===== src/rtl/fp_class_pkg.sv =====
// Shared definitions for the FP class statistics block: bin order, readout indices
// and the class groups that drive the sticky flags.
package fp_class_pkg;

    localparam int NCLS      = 10;
    localparam int IDX_ERR   = 10;
    localparam int IDX_TOTAL = 11;
    localparam int NCNT      = 12;

    typedef enum logic [3:0] {
        CLS_SNAN         = 4'd0,
        CLS_QNAN         = 4'd1,
        CLS_NEG_INF      = 4'd2,
        CLS_NEG_NORMAL   = 4'd3,
        CLS_NEG_DENORMAL = 4'd4,
        CLS_NEG_ZERO     = 4'd5,
        CLS_POS_ZERO     = 4'd6,
        CLS_POS_DENORMAL = 4'd7,
        CLS_POS_NORMAL   = 4'd8,
        CLS_POS_INF      = 4'd9
    } fp_class_e;

    // Bit masks over the one-hot class vector, one per sticky flag
    localparam logic [NCLS-1:0] NAN_MASK = 10'b00_0000_0011;
    localparam logic [NCLS-1:0] INF_MASK = 10'b10_0000_0100;
    localparam logic [NCLS-1:0] DEN_MASK = 10'b00_1001_0000;

    function automatic logic is_onehot(input logic [NCLS-1:0] v);
        return (v != '0) && ((v & (v - {{(NCLS-1){1'b0}}, 1'b1})) == '0);
    endfunction

endpackage


===== src/rtl/fp_class_stats_sat_counter.sv =====
// Saturating event counter: holds at all-ones instead of wrapping.
module sat_counter #(
    parameter int W = 32
) (
    input  logic         clk,
    input  logic         rst_n,
    input  logic         inc,
    input  logic         clr,
    output logic [W-1:0] cnt
);

    always_ff @(posedge clk or negedge rst_n) begin
        if (!rst_n)
            cnt <= '0;
        else if (clr)
            cnt <= '0;
        else if (inc && (cnt != {W{1'b1}}))
            cnt <= cnt + W'(1);
    end

endmodule


===== src/rtl/fp_class_stats.sv =====
// Per-class event statistics behind fp_classify: two-stage count pipeline,
// sticky exception flags and a snapshot bank read out one word per request.
module fp_class_stats
    import fp_class_pkg::*;
#(
    parameter int CNT_W = 32
) (
    input  logic             clk,
    input  logic             rst_n,
    input  logic             in_valid,
    output logic             in_ready,
    input  logic [NCLS-1:0]  in_class,
    input  logic             clr,
    input  logic             snap,
    input  logic             rd_req,
    input  logic [3:0]       rd_idx,
    output logic             rd_valid,
    output logic [CNT_W-1:0] rd_data,
    output logic             sticky_nan,
    output logic             sticky_inf,
    output logic             sticky_den,
    output logic             err_onehot
);

    localparam logic [3:0] RD_LAST = 4'(IDX_TOTAL);

    logic                         accept;
    logic                         s1_vld;
    logic [NCLS-1:0]              s1_class;
    logic                         s1_onehot;
    logic [NCNT-1:0]              inc;
    logic [NCNT-1:0][CNT_W-1:0]   live;
    logic [NCNT-1:0][CNT_W-1:0]   bank;

    // Only clr stalls the input; readout and snapshots never backpressure
    assign in_ready = rst_n && !clr;
    assign accept   = in_valid && in_ready;

    always_ff @(posedge clk or negedge rst_n) begin
        if (!rst_n) begin
            s1_vld   <= 1'b0;
            s1_class <= '0;
        end else if (clr) begin
            s1_vld   <= 1'b0;
        end else begin
            s1_vld <= accept;
            if (accept)
                s1_class <= in_class;
        end
    end

    assign s1_onehot        = is_onehot(s1_class);
    assign inc[NCLS-1:0]    = (s1_vld && s1_onehot) ? s1_class : '0;
    assign inc[IDX_ERR]     = s1_vld && !s1_onehot;
    assign inc[IDX_TOTAL]   = s1_vld;

    for (genvar g = 0; g < NCNT; g++) begin : g_cnt
        sat_counter #(.W(CNT_W)) u_cnt (
            .clk   (clk),
            .rst_n (rst_n),
            .inc   (inc[g]),
            .clr   (clr),
            .cnt   (live[g])
        );
    end

    always_ff @(posedge clk or negedge rst_n) begin
        if (!rst_n) begin
            sticky_nan <= 1'b0;
            sticky_inf <= 1'b0;
            sticky_den <= 1'b0;
            err_onehot <= 1'b0;
        end else if (clr) begin
            sticky_nan <= 1'b0;
            sticky_inf <= 1'b0;
            sticky_den <= 1'b0;
            err_onehot <= 1'b0;
        end else begin
            if (|(inc[NCLS-1:0] & NAN_MASK)) sticky_nan <= 1'b1;
            if (|(inc[NCLS-1:0] & INF_MASK)) sticky_inf <= 1'b1;
            if (|(inc[NCLS-1:0] & DEN_MASK)) sticky_den <= 1'b1;
            if (inc[IDX_ERR])                err_onehot <= 1'b1;
        end
    end

    // Bank copies the registered counters, so a same-edge S2 update or clear is
    // excluded, and a same-edge read sees the previous bank contents.
    always_ff @(posedge clk or negedge rst_n) begin
        if (!rst_n) begin
            bank     <= '0;
            rd_valid <= 1'b0;
            rd_data  <= '0;
        end else begin
            if (snap)
                bank <= live;
            rd_valid <= rd_req;
            if (rd_req)
                rd_data <= (rd_idx <= RD_LAST) ? bank[rd_idx] : '0;
        end
    end

endmodule

===== config.mk =====
export PLATFORM = sky130hd
export DESIGN_NAME = fp_class_stats
export DESIGN_NICKNAME = d
export VERILOG_FILES = /design/src/rtl/fp_class_pkg.sv /design/src/rtl/fp_class_stats_sat_counter.sv /design/src/rtl/fp_class_stats.sv
export SDC_FILE = /design/constraint.sdc
export NUM_CORES = 2
export LEC_CHECK = 0
export CAP_MARGIN = 20
export CELL_PAD_IN_SITES_DETAIL_PLACEMENT = 2
export CELL_PAD_IN_SITES_GLOBAL_PLACEMENT = 2
export CORE_UTILIZATION = 35
export CTS_BUF_LIST = sky130_fd_sc_hd__clkbuf_4
export DETAILED_ROUTE_END_ITERATION = 8
export HOLD_SLACK_MARGIN = 0.02
export PLACE_DENSITY = 0.63
export SYNTH_ARGS = -nofsm -noshare
export SYNTH_HDL_FRONTEND = slang
export SYNTH_HIERARCHICAL = 1
export SYNTH_SLANG_ARGS = --single-unit

===== constraint.sdc =====
create_clock -name clk -period 5.85 [get_ports clk]
set_input_delay 0.585 -clock clk [delete_from_list [all_inputs] [get_ports clk]]
set_output_delay 0.585 -clock clk [all_outputs]
set_load 0.005 [all_outputs]

* Word level (Yosys, flattened, before mapping)
Cells that the tools add are included.
** Word-level totals
- Register bits :: 816
- Output and inout port bits :: 38
** Cells by class
- Add/sub/neg operators :: 13
- Magnitude comparators :: 2
- Eq/ne operators :: 12
- Mux-type cells :: 37
- Bitwise logic cells :: 2
- Reductions and logical operators :: 41
** Operators with widths (number)
- 32-bit two-way mux :: 26
- 32-bit by 1-bit adder with 32-bit output, second input constant :: 12
- 32-bit != test, second input constant :: 12
- 32-bit binary-select mux with 4-bit select :: 1
- 2-bit nonzero test :: 16
- 1-bit logical AND :: 17
- 10-bit bitwise AND :: 1
- 10-bit logical NOT :: 1
- 10-bit two-way mux :: 1
- 10-bit nonzero test :: 1
- 10-bit by 1-bit subtractor with 10-bit output, second input constant :: 1
- 1-bit two-way mux :: 9
- 2-bit OR reduction :: 3
- 4-bit by 5-bit < comparator with 1-bit output, second input constant :: 1
- 4-bit <= comparator, second input constant :: 1
- 1-bit logical NOT :: 2
- 2-bit AND reduction :: 1
- 1-bit inverter :: 1

* Depth between registers and ports, before layout
- Word-level depth :: 9
- Mapped depth :: 13
- Mapped depth without buffers :: 9

* Modules after synthesis
The synthesis kept the hierarchy.
** Modules (own cells, without submodules)
- sat_counter (g_cnt[0].u_cnt ...) :: instances 11, cells an instance 198, area an instance 1854.3 µm², sequential area each 800.8 µm²
- fp_class_stats :: instances 1, cells an instance 1182, area an instance 18988.2 µm², sequential area each 10810.4 µm²
- sat_counter (g_cnt[10].u_cnt) :: instances 1, cells an instance 194, area an instance 1810.5 µm², sequential area each 800.8 µm²

* Least setup slack after synthesis
Ideal clock, no wire load.
- Kind :: register -> register
- Start point :: register s1_class[0]
- End point :: register g_cnt[10].u_cnt.cnt[29]
- Setup time :: 0.078 ns
- Data arrival time :: 3.338 ns
- Path slack :: 2.434 ns
- Stages on the path, launching flop included :: 10
- Path buffers :: 0
- Clock period less this slack :: 3.416 ns
- Cells stage by stage :: dfrtp_1 > or4_4 > or4_4 > nand3_1 > o21a_1 > nand4_1 > or4_1 > a2111o_1 > or3_1 > a21oi_1
** Between the ends
- Word-level cells in the longest chain between the ends :: 8
- Elaborated cells between the ends (all ways) :: 9
- Those cells by class :: 1 x add/sub; 1 x bitwise; 7 x reduce/logical
** Ends and longest elaborated chain
- start: declaration :: line fp_class_stats.sv:29 : logic [NCLS-1:0] s1_class;
- start signal: assignment :: line fp_class_stats.sv:48 : s1_class <= in_class;
- 10-bit by 1-bit subtractor with 10-bit output :: line fp_class_pkg.sv:29 : return (v != '0) && ((v & (v - {{(NCLS-1){1'b0}}, 1'b1})) == '0);
- 10-bit bitwise AND :: line fp_class_pkg.sv:29
- 10-bit logical NOT :: line fp_class_pkg.sv:29
- 1-bit logical AND * :: line fp_class_pkg.sv:29
- 1-bit logical NOT * :: line fp_class_stats.sv:54 : assign inc[IDX_ERR] = s1_vld && !s1_onehot;
- 1-bit logical AND * :: line fp_class_stats.sv:54
- named net inc[10] :: line fp_class_stats.sv:31 : logic [NCNT-1:0] inc;
- 1-bit logical AND * :: line fp_class_stats_sat_counter.sv:17 : else if (inc && (cnt != {W{1'b1}}))
- 2-bit nonzero test (no source line) *
- end signal: assignment :: line fp_class_stats_sat_counter.sv:18 : cnt <= cnt + W'(1);
- end: declaration :: line fp_class_stats_sat_counter.sv:9 : output logic [W-1:0] cnt
Mark *: on every way through the listed nets, which the timed path passes. The rest lies on a longest branch.
A chain may end at the register's enable or synchronous reset.

* Worst setup path in the final report
- Start point :: register s1_class[0]
- End point :: register g_cnt[2].u_cnt.cnt[31]
** Between the ends
- Word-level cells in the longest chain between the ends :: 8
- Elaborated cells between the ends (all ways) :: 9
- Those cells by class :: 1 x add/sub; 1 x mux; 1 x bitwise; 6 x reduce/logical
** Ends and longest elaborated chain
- 10-bit by 1-bit subtractor with 10-bit output :: line fp_class_pkg.sv:29
- 10-bit bitwise AND :: line fp_class_pkg.sv:29
- 10-bit logical NOT :: line fp_class_pkg.sv:29
- 1-bit logical AND * :: line fp_class_pkg.sv:29
- 1-bit logical AND * :: line fp_class_stats.sv:53 : assign inc[NCLS-1:0] = (s1_vld && s1_onehot) ? s1_class : '0;
- 10-bit two-way mux * :: line fp_class_stats.sv:53
- named net inc[2] :: line fp_class_stats.sv:31
- 1-bit logical AND * :: line fp_class_stats_sat_counter.sv:17
- 2-bit nonzero test (no source line) *
- end signal: assignment :: line fp_class_stats_sat_counter.sv:18
- end: declaration :: line fp_class_stats_sat_counter.sv:9
Marked as above.

==> impl_metrics.yaml <==
floorplan:
  die_height_microns: 345.1
  io_pins: 58
  design.core.area_sq_um: 116400
  die_w_microns: 345.1
  rows: 125
  die-area_sq_um: 119100
  start_util_pct: 35.40
route:
  vias: 30396
  ant_nets: 0
  drcViolationCount: 0
  drt-pass1-iter-count: 5
  wl_per_cell_microns: 25.74
  totalWireLength_microns: 140000
  dr.first_iter.drc_count: 1515
  via_per_inst: 5.590
run_status:
  status: "finished, final reports clean"
sta:
  worst_slack_ns: 1.483
  slew-limit-headroom_pct: 23.67
  rsz0062_at_grt: "false"
  fin_crit_ns: 4.367
  worst_slew_pin_slew_ns: 1.145
  skew_ns: 0.07322
  clock.fmax_mhz: 229.0
  fin_crit_sh_pct: 74.65
  slew_viol_final: 0
  tns_ns: 0
  hold_violations: 0
  setup_viol_count_final: 0
setup_path:
  setup.worst_path.end_class: "flip-flop"
  r2r_cells: 9
  start_kind: "flip-flop"
  cp_slowest_stage_delay_ns: 0.95
  arrival_ns: 5.41
  rr_endpoint: "g_cnt[2].u_cnt/cnt[31]"
  path_cells: "or4_4, nor4b_1, a211oi_2, nor3b_1, and3_1, nand4_1, a21o_1, nor4_1, mux2_2"
  cpMaxStageDelayCell: "nor3b_1"
  cp.required_ns: 6.89
  crit_family: "simple AND/OR/NAND/NOR gates"
  path_class: "reg2reg"
  crit_buf_inv: 0
  reg2reg_slack_ns: 1.48
  rr_startpoint: "s1_class[0]"
  crit_path_max_fanout: 19
power_and_ir_drop:
  p_leak_uw: 0.02015
  powerDensity_nw_per_um2: 252.7
  ir_drop_mv: 0.1781
clock_tree:
  cts-root-buf: "clkbuf_4"
  numCtsBuffers: 233
  clockBufferDepth: 3
  cts_tree: "done"
  cts_setup_buffers: 0
  cts_sinks: 816
  clk_pin_slew_ns: 0.06
  ctsHtreeMaxLevel: 4
  clk_latency_ns: 1.19
global_route:
  antenna_found_initial: 16
  grt_pass1_wl_microns: 215700
  grt_max_degree: 177
  grt_usage_pct: 23.71
  first_global_vias: 33629
  gr-total-overflow: 0
synthesis:
  netlist.area_leader.share_pct: 49.57
  syn_nets: 3586
  yosys.area.top_type: "dfrtp_1"
  syn_inst: 3554
  yosysUniqueCellTypes: 67
  synth_seq_area_share_pct: 49.57
  synth_edf_count: 0
  ys_seq_elements: 816
  synthArstFlopShare_pct: 100.0
  syn_area_per_cell_sq_um: 11.59
  synth_area_leaders: "dfrtp_1 50%, mux2_2 12%, mux4_2 5.2%, nor2_1 3.1%, xnor2_1 2.5%"
  synth_area_sq_um: 41200
  yosysWarnings: 6
  yosys_most_used_dff: "dfrtp_1"
final_layout:
  nets: 3740
  final_cell_mix: "816 x dfrtp_1, 450 x mux2_2, 344 x nor2_1"
  fillers: 12056
  multiInputGateArea_sq_um: 19730
  final_core_util_pct: 39.80
  final_common_cell: "dfrtp_1"
  drive_gt1_share_pct: 27.37
  area_growth_pct: 12.41
  regArea_sq_um: 20420
placed_design:
  place_congestion: 0.8353
  dp_hpwl_microns: 100100
  dp_slack_ns: 1.492
  port_buffers: 57
min_path:
  worstHoldEndpoint: "s1_class[4]"
  worstHoldPathCells: 2
  min_from: "in_class[4]"
  hp-class: "in2reg"
run:
  max-cap-violations: 0
[metal layers]
metal | up-vias | global-route usage, % | wire length [microns]
met5 | - | 0 | 0
met1 | 16085 | 32.77 | 65820
met3 | 244 | 3.549 | 4306
li1 | 13566 | - | -
met4 | 0 | 9.384 | 4820
met2 | 501 | 37.40 | 65050
[flip-flops by register name, summed over array words and instances (netlist names)]
register and flops:
sticky_nan 1, bank 384, g_cnt.u_cnt/cnt 384, s1_class 10, sticky_inf 1, err_onehot 1
rd_data 32, s1_vld 1, rd_valid 1, sticky_den 1
[power breakdown]
group | total (uW) | switching [uW] | internal (uW)
Sequential | 5720 | 44.0 | 5680
Clock | 5420 | 2660 | 2760
Combinational | 559 | 374 | 185
Total | 11700 | 3080 | 8620
[logic make-up (layout without fill, tap and decap cells)]
| logic type | after synthesis | in the layout | share of synthesized area, % |
|---|---|---|---|
| AO/OA/AOI/OAI | 474 | 474 | 8.073 |
| XOR/XNOR | 153 | 153 | 3.253 |
| adder cells (fa/ha/maj) | 13 | 13 | 0.3888 |
| buffers and inverters | 252 | 597 | 2.557 |
| flip-flops | 816 | 816 | 49.57 |
| multiplexers | 601 | 601 | 19.02 |
| other | 0 | 15 | 0 |
| AND/OR/NAND/NOR | 1245 | 1245 | 17.14 |
[worst max path at each step]
| stage | startpoint | to | slack, ns | depth (start not counted) |
|---|---|---|---|---|
| 5_1_grt | s1_class[0] | g_cnt[2].u_cnt/cnt[31] | 1.30 | 9 |
| 4_1_cts | s1_class[0] | g_cnt[2].u_cnt/cnt[31] | 1.50 | 9 |
| 6_report | s1_class[0] | g_cnt[2].u_cnt/cnt[31] | 1.48 | 9 |
| 3_5_place_dp | s1_class[0] | g_cnt[2].u_cnt/cnt[31] | 1.49 | 9 |
| 2_1_floorplan | s1_class[0] | g_cnt[10].u_cnt/cnt[29] | 2.43 | 9 |
| 3_3_place_gp | s1_class[0] | g_cnt[5].u_cnt/cnt[31] | 1.72 | 9 |
[stage by stage]
stage	total power, uW	hold slack [ns]	cells	instance area (sq um)
6_report	11700	0.2478	5438	46310
5_1_grt	12260	0.1398	5431	46290
4_1_cts	11950	0.1241	5423	46270
3_5_place_dp	6393	0.4926	4991	43230
3_3_place_gp	6372	0.4873	4991	43230
2_1_floorplan	6100	0.2894	3554	41200
[synth_stat cells, drive strengths merged (2+ instances only)]
cell	instances
dfrtp	816
mux2	461
nor2	344
a21oi	171
nand3	157
nand2	134
clkbuf	118
xnor2	116
mux4	96
and3	94
nand4	86
nor4	84
inv	83
nor2b	70
or3	68
o21ai	59
a211oi	56
buf	51
nor3	49
mux2i	44
or4	41
o31ai	38
xor2	37
and2	35
a21o	33
a2bb2oi	32
nand2b	25
a31o	23
a31oi	22
and4	12
ha	12
nand3b	12
a41oi	11
and4bb	11
nand4b	11
o211a	11
nor3b	9
o41ai	3
a2111o	2
a311oi	2
a41o	2
o311ai	2
[layout make-up]
cell class	count	share of cell area (%)
clock buffers	329	5.333
multi-input cells	2486	42.61
well taps	1524	4.118
inverters	83	0.6728
clock inverters	97	1.083
flip-flops and latches	816	44.09
repair buffers	88	2.013
diodes	15	0.08105
[timing repair]
item                                    4_1_cts  5_1_grt
hold buffers                                  6        0
gates resized for setup                       0        0
endpoints found under the hold margin       663        0
endpoints found under the setup margin        0        0
Note: power is estimated with default switching activity, not from simulation.
